<file path="src/rtl/rs_issue_scheduler.sv">
// Reservation-station issue scheduler: tracks operand readiness for 16 entries and picks
// the oldest ready entry (modular ROB age) for each of ALU0, ALU1 and MEM every cycle.
module rs_issue_scheduler #(
   parameter int unsigned NUM_ENTRIES = 16,
   parameter int unsigned IDX_W       = 4,
   parameter int unsigned TAG_W       = 6,
   parameter int unsigned ROB_W       = 4
) (
   input  logic             i_clk,
   input  logic             i_reset,
   input  logic             i_flush,
   input  logic [ROB_W-1:0] i_rob_head,
   input  logic [1:0]       i_disp_valid,
   input  logic [1:0]       i_disp_fu_a,
   input  logic [1:0]       i_disp_fu_b,
   input  logic [ROB_W-1:0] i_disp_rob_a,
   input  logic [ROB_W-1:0] i_disp_rob_b,
   input  logic [TAG_W-1:0] i_disp_src1_tag_a,
   input  logic [TAG_W-1:0] i_disp_src2_tag_a,
   input  logic [TAG_W-1:0] i_disp_src1_tag_b,
   input  logic [TAG_W-1:0] i_disp_src2_tag_b,
   input  logic             i_disp_src1_rdy_a,
   input  logic             i_disp_src2_rdy_a,
   input  logic             i_disp_src1_rdy_b,
   input  logic             i_disp_src2_rdy_b,
   output logic             o_disp_ready,
   output logic [IDX_W-1:0] o_disp_idx_a,
   output logic [IDX_W-1:0] o_disp_idx_b,
   input  logic [1:0]       i_wb_valid,
   input  logic [TAG_W-1:0] i_wb_tag0,
   input  logic [TAG_W-1:0] i_wb_tag1,
   input  logic [2:0]       i_fu_ready,
   output logic [2:0]       o_issue_valid,
   output logic [IDX_W-1:0] o_issue_idx0,
   output logic [IDX_W-1:0] o_issue_idx1,
   output logic [IDX_W-1:0] o_issue_idx2,
   output logic [ROB_W-1:0] o_issue_rob0,
   output logic [ROB_W-1:0] o_issue_rob1,
   output logic [ROB_W-1:0] o_issue_rob2,
   output logic [IDX_W:0]   o_free_count
);

   localparam int unsigned NUM_FU = 3;

   logic [NUM_ENTRIES-1:0] r_valid;
   logic [NUM_ENTRIES-1:0] r_src1_rdy;
   logic [NUM_ENTRIES-1:0] r_src2_rdy;
   logic [1:0]             r_fu       [NUM_ENTRIES];
   logic [ROB_W-1:0]       r_rob      [NUM_ENTRIES];
   logic [TAG_W-1:0]       r_src1_tag [NUM_ENTRIES];
   logic [TAG_W-1:0]       r_src2_tag [NUM_ENTRIES];
   logic [IDX_W:0]         r_free_count;

   logic [IDX_W-1:0]  w_idx_a;
   logic [IDX_W-1:0]  w_idx_b;
   logic              w_found_a;
   logic              w_found_b;
   logic              w_disp_ready;
   logic              w_wr_a;
   logic              w_wr_b;
   logic [ROB_W-1:0]  w_age     [NUM_ENTRIES];
   logic [NUM_FU-1:0] w_sel_found;
   logic [IDX_W-1:0]  w_sel_idx [NUM_FU];
   logic [ROB_W-1:0]  w_sel_age [NUM_FU];
   logic [NUM_FU-1:0] w_issue_valid;
   logic [IDX_W:0]    w_n_disp;
   logic [IDX_W:0]    w_n_issue;

   function automatic logic f_wb_hit(input logic [1:0]       wb_valid,
                                     input logic [TAG_W-1:0] tag0,
                                     input logic [TAG_W-1:0] tag1,
                                     input logic [TAG_W-1:0] tag);
      return (wb_valid[0] && (tag0 == tag)) || (wb_valid[1] && (tag1 == tag));
   endfunction

   // Two lowest free slots, from registered state only (issued entries still look busy).
   always_comb begin
      w_idx_a   = '0;
      w_idx_b   = '0;
      w_found_a = 1'b0;
      w_found_b = 1'b0;
      for (int i = 0; i < int'(NUM_ENTRIES); i++) begin
         if (!r_valid[i]) begin
            if (!w_found_a) begin
               w_idx_a   = IDX_W'(i);
               w_found_a = 1'b1;
            end else if (!w_found_b) begin
               w_idx_b   = IDX_W'(i);
               w_found_b = 1'b1;
            end
         end
      end
   end

   assign w_disp_ready = (r_free_count >= (IDX_W+1)'(2));
   assign w_wr_a       = i_disp_valid[0] && w_disp_ready && !i_flush;
   assign w_wr_b       = i_disp_valid[1] && w_disp_ready && !i_flush;

   always_comb begin
      for (int i = 0; i < int'(NUM_ENTRIES); i++) begin
         w_age[i] = r_rob[i] - i_rob_head;
      end
   end

   // Oldest-first select per FU; modular age makes ROB wrap-around transparent.
   always_comb begin
      for (int f = 0; f < int'(NUM_FU); f++) begin
         w_sel_found[f] = 1'b0;
         w_sel_idx[f]   = '0;
         w_sel_age[f]   = '0;
         for (int i = 0; i < int'(NUM_ENTRIES); i++) begin
            if (r_valid[i] && r_src1_rdy[i] && r_src2_rdy[i] && (r_fu[i] == 2'(f)) &&
                i_fu_ready[f] && (!w_sel_found[f] || (w_age[i] < w_sel_age[f]))) begin
               w_sel_found[f] = 1'b1;
               w_sel_idx[f]   = IDX_W'(i);
               w_sel_age[f]   = w_age[i];
            end
         end
      end
   end

   assign w_issue_valid = w_sel_found & {NUM_FU{~i_flush}};

   always_comb begin
      o_issue_idx0 = w_issue_valid[0] ? w_sel_idx[0] : '0;
      o_issue_idx1 = w_issue_valid[1] ? w_sel_idx[1] : '0;
      o_issue_idx2 = w_issue_valid[2] ? w_sel_idx[2] : '0;
      o_issue_rob0 = w_issue_valid[0] ? r_rob[w_sel_idx[0]] : '0;
      o_issue_rob1 = w_issue_valid[1] ? r_rob[w_sel_idx[1]] : '0;
      o_issue_rob2 = w_issue_valid[2] ? r_rob[w_sel_idx[2]] : '0;
   end

   assign w_n_disp  = (IDX_W+1)'(w_wr_a) + (IDX_W+1)'(w_wr_b);
   assign w_n_issue = (IDX_W+1)'(w_issue_valid[0]) + (IDX_W+1)'(w_issue_valid[1]) +
                      (IDX_W+1)'(w_issue_valid[2]);

   always_ff @(posedge i_clk) begin
      if (i_reset || i_flush) begin
         r_valid      <= '0;
         r_src1_rdy   <= '0;
         r_src2_rdy   <= '0;
         r_free_count <= (IDX_W+1)'(NUM_ENTRIES);
      end else begin
         for (int i = 0; i < int'(NUM_ENTRIES); i++) begin
            if (r_valid[i] && f_wb_hit(i_wb_valid, i_wb_tag0, i_wb_tag1, r_src1_tag[i])) begin
               r_src1_rdy[i] <= 1'b1;
            end
            if (r_valid[i] && f_wb_hit(i_wb_valid, i_wb_tag0, i_wb_tag1, r_src2_tag[i])) begin
               r_src2_rdy[i] <= 1'b1;
            end
         end
         for (int f = 0; f < int'(NUM_FU); f++) begin
            if (w_issue_valid[f]) begin
               r_valid[w_sel_idx[f]] <= 1'b0;
            end
         end
         // Written entries capture a same-cycle broadcast so no wakeup is lost.
         if (w_wr_a) begin
            r_valid[w_idx_a]    <= 1'b1;
            r_fu[w_idx_a]       <= i_disp_fu_a;
            r_rob[w_idx_a]      <= i_disp_rob_a;
            r_src1_tag[w_idx_a] <= i_disp_src1_tag_a;
            r_src2_tag[w_idx_a] <= i_disp_src2_tag_a;
            r_src1_rdy[w_idx_a] <= i_disp_src1_rdy_a ||
                                   f_wb_hit(i_wb_valid, i_wb_tag0, i_wb_tag1, i_disp_src1_tag_a);
            r_src2_rdy[w_idx_a] <= i_disp_src2_rdy_a ||
                                   f_wb_hit(i_wb_valid, i_wb_tag0, i_wb_tag1, i_disp_src2_tag_a);
         end
         if (w_wr_b) begin
            r_valid[w_idx_b]    <= 1'b1;
            r_fu[w_idx_b]       <= i_disp_fu_b;
            r_rob[w_idx_b]      <= i_disp_rob_b;
            r_src1_tag[w_idx_b] <= i_disp_src1_tag_b;
            r_src2_tag[w_idx_b] <= i_disp_src2_tag_b;
            r_src1_rdy[w_idx_b] <= i_disp_src1_rdy_b ||
                                   f_wb_hit(i_wb_valid, i_wb_tag0, i_wb_tag1, i_disp_src1_tag_b);
            r_src2_rdy[w_idx_b] <= i_disp_src2_rdy_b ||
                                   f_wb_hit(i_wb_valid, i_wb_tag0, i_wb_tag1, i_disp_src2_tag_b);
         end
         r_free_count <= r_free_count - w_n_disp + w_n_issue;
      end
   end

   // fu=3 would sit in the station forever; dispatch must never send it.
   always_ff @(posedge i_clk) begin
      if (!i_reset) begin
         assert (!(w_wr_a && (i_disp_fu_a == 2'd3)));
         assert (!(w_wr_b && (i_disp_fu_b == 2'd3)));
      end
   end

   assign o_disp_ready  = w_disp_ready;
   assign o_disp_idx_a  = w_idx_a;
   assign o_disp_idx_b  = w_idx_b;
   assign o_issue_valid = w_issue_valid;
   assign o_free_count  = r_free_count;

endmodule

</file>
<file path="config.mk">
export PLATFORM = sky130hd
export DESIGN_NAME = rs_issue_scheduler
export DESIGN_NICKNAME = d
export VERILOG_FILES = /design/src/rtl/rs_issue_scheduler.sv
export SDC_FILE = /design/constraint.sdc
export NUM_CORES = 2
export LEC_CHECK = 0
export ABC_AREA = 1
export BUFFER_PORTS_ARGS = -buffer_cell sky130_fd_sc_hd__buf_2
export CAP_MARGIN = 20
export CORE_ASPECT_RATIO = 0.9
export CORE_MARGIN = 2
export CORE_UTILIZATION = 60
export CTS_BUF_LIST = sky130_fd_sc_hd__clkbuf_16
export CTS_CLUSTER_DIAMETER = 60
export DETAILED_ROUTE_END_ITERATION = 7
export PLACE_DENSITY = 0.75
export SYNTH_ARGS = -nofsm -noshare
export SYNTH_HDL_FRONTEND = slang
export SYNTH_SLANG_ARGS = --single-unit
export TNS_END_PERCENT = 20
</file>
<file path="constraint.sdc">
create_clock -name i_clk -period 19.49 [get_ports i_clk]
set_input_delay 0.9745 -clock i_clk [delete_from_list [all_inputs] [get_ports i_clk]]
set_output_delay 0.9745 -clock i_clk [all_outputs]
set_load 0.05 [all_outputs]
</file>
==> summary.txt <==
register area share after synthesis: 29.79%
Peak Freq: 55.19 MHz
Sw Ratio: 29.43%
Hold Path Class: reg -> reg
Pleak: 0.01686 µW
gr usage total: 43.14%
layout cells sized above 1: 11.06%
most common cell after layout, fill and taps aside: nand2_1
pin count of the biggest net entering global routing: 50
Int Pwr: 1355 µW
full die area: 0.05620 mm²
TritonCTS clock tree: built
required time of the critical path: 18520 ps
Crit path top cell by count: nand2_1
outcome: finished with violations
Mapped Cells: 4795
setup violators final: 0
CP Class: in -> out
initial DRC count: 4730
crit end category: output port
row count: 81
vias in the first global route: 31890
total of warnings raised by yosys: 0
Max-Cap Viols: 1
worst slew pin tran: 2281 ps
Placed Cells: 5442
WL/cell: 22.63 µm
final hold vios: 0
die width: 249.7 µm
crit start category: input port
Worst-path clk slew: 60 ps
Crit path buffers/inverters: 10
Vias/cell: 6.357
Final Non-Filler Cells: 5565
EDFF count, synth: 288
DRC: 2
CP max stage cell: ha_1
worst skew pair latency: 560 ps
H-Tree Depth: 2
Vias: 35380
Clock power frac: 39.7%
top_reg_cell synth: edfxtp_1
Die Span Y: 225.1 µm
post-synthesis async set-or-reset flop share: 0%
initial antenna violation count: 2
Mapped Area: 0.03259 mm²
Post-Route Setup TNS: 0 ps
Yosys reg bits: 341
maximum clock insertion buffer count: 3
Final ANT Viol Nets: 0
most frequent cells in the layout: nand2_1 (1453), inv_1 (532), o21ai_0 (435)
switching power: 565.4 µW
Comb power frac: 18.5%
CTS Buf Count: 39
Pre-Repair DR Iteration Count: 8
largest stage delay on the critical path: 360 ps
Worst Path Max Fanout: 16
floorplan core area: 0.05402 mm²
Syn Area/Cell: 6.797 µm²
Layout area overhead: 10.69%
Slew headroom: -53.48%
unrepaired setup endpoints after global routing: yes
P per Cell Area: 53.24 mW/mm²
Congestion Overflow GR: 0
Num Clock Sinks: 341
Max Slew Vio Count: 5
Root Driver: clkbuf_16
final WL: 125900 µm
Placer Congestion: 1.094
syn_nets: 5066
Final min period: 18120 ps
Seq pwr share: 41.8%
failing checks: DRC, capacitance limit, slew limit
Final Cycle Share: 92.96%
nets: 5099
total power: 1921 µW
Largest delay share family, worst path: simple AND/OR/NAND/NOR gates
num ports: 107
I/O Buffers: 106
Unique masters post-synth: 67
Arrival @ worst endpoint: 17140 ps
Layout Skew: 24.85 ps
DP Wirelength: 86690 µm
Peak VDD IR: 0.07926 mV
Starting Density: 60.33%
first-pass GRT wire length: 186200 µm
[metrics by stage]
stage | worst slack (ps) | cell area (µm²) | hold WS (ps) | util (%)
after floorplan | 881.7 | 32590 | 520.6 | -
after global placement | 156.1 | 33540 | 600.0 | 62.10
after detailed placement | -76.50 | 33560 | 608.4 | 62.13
after CTS | 8.995 | 34920 | 619.8 | 64.64
after global routing | -152.2 | 36070 | 665.7 | 66.77
final | 1371 | 36070 | 626.3 | 66.78
[timing repair]
item / CTS / global route
cloned: 0 / 10
gates resized for setup: 13 / 263
setup endpoints to repair: 13 / 40
hold buffers: 0 / 0
pin swaps: 1 / 36
setup buffers: 3 / 21
[worst paths after layout]
check,start,to,slack [ps],depth (start not counted)
hold reg to reg,r_src1_rdy[11],r_src1_rdy[11],630,4
setup / recovery,i_rob_head[2],o_issue_rob1[0],1370,128
setup reg to reg,r_rob[1][1],r_valid[6],2550,125
hold / removal,r_src1_rdy[11],r_src1_rdy[11],630,4
[cell type report]
class                   instances  area [µm²]
repair buffers                226        1697
fillers                      4818       17940
clock buffers                  41        1026
clock inverters                29       277.8
inverters                     555        2108
flip-flops and latches        341        9709
multi-input cells            3664       20360
repair inverters                1       8.758
diodes                          3       7.507
well taps                     705       882.1
[cell usage after synthesis (7+ instances only)]
master | n | area (µm²)
o22ai_1 | 91 | 569.3
buf_4 | 7 | 52.55
nor4_1 | 39 | 244.0
clkbuf_1 | 172 | 645.6
a221oi_1 | 38 | 332.8
inv_1 | 530 | 1989
buf_6 | 10 | 112.6
xor2_1 | 55 | 481.7
o221ai_1 | 26 | 227.7
buf_2 | 7 | 35.03
fa_1 | 19 | 380.4
buf_1 | 39 | 146.4
a211oi_1 | 17 | 127.6
o2111ai_1 | 52 | 455.4
or2_2 | 25 | 156.4
inv_2 | 7 | 26.28
o41ai_1 | 25 | 219.0
xnor2_1 | 62 | 543.0
o21ai_0 | 544 | 2723
o21ai_1 | 7 | 35.03
nand2_2 | 68 | 425.4
nor3_1 | 24 | 120.1
nand3_1 | 282 | 1411
ha_1 | 186 | 2327
nor2_1 | 274 | 1028
nand2_4 | 27 | 304.0
clkinv_1 | 16 | 60.06
dfxtp_1 | 53 | 1061
a21oi_1 | 190 | 950.9
a2111oi_0 | 22 | 192.7
nand4_1 | 36 | 225.2
nand2_1 | 1472 | 5525
o211ai_1 | 18 | 135.1
edfxtp_1 | 288 | 8648
[tightest hold or removal path, cell delays in order, from the launching register on]
cell	delay (ps)
dfxtp_1	300
inv_1	50
o21ai_0	80
nand2_1	70
a311oi_1	80
[cell families (layout without fill, tap and decap cells)]
| logic type | Yosys count | after routing | share of synthesized area (%) |
|---|---|---|---|
| AND/OR/NAND/NOR | 2272 | 2280 | 29.75 |
| AO/OA/AOI/OAI | 1059 | 1059 | 19.06 |
| buffers and inverters | 798 | 852 | 9.851 |
| flip-flops | 341 | 341 | 29.79 |
| adder cells (fa/ha/maj) | 205 | 205 | 8.308 |
| XOR/XNOR | 117 | 117 | 3.144 |
| multiplexers | 3 | 3 | 0.09214 |
| other | 0 | 3 | 0 |
[metal layers]
| metal | share of wire [%] | vias up | track usage, % |
|---|---|---|---|
| met4 | 7.4 | 0 | 27.09 |
| li1 | - | 16320 | - |
| met2 | 43 | 2583 | 67.77 |
| met5 | 0 | - | 0 |
| met3 | 14 | 642 | 9.021 |
| met1 | 35 | 15830 | 54.52 |
[flip-flops by register name (all words and copies together) (netlist names)]
name,count
r_valid,16
r_src2_rdy,16
r_src1_rdy,16
r_rob,64
r_fu,32
r_src1_tag,96
r_src2_tag,96
o_free_count,5
[power by group through the flow]
stage / Sequential, µW / Clock, µW / Combinational (µW)
3_3_place_gp: 819 / 0 / 324
6_report: 803 / 762 / 355
5_1_grt: 804 / 787 / 386
3_5_place_dp: 819 / 0 / 331
4_1_cts: 803 / 759 / 334
2_1_floorplan: 819 / 0 / 220
Power figures use the tool's default switching activity.
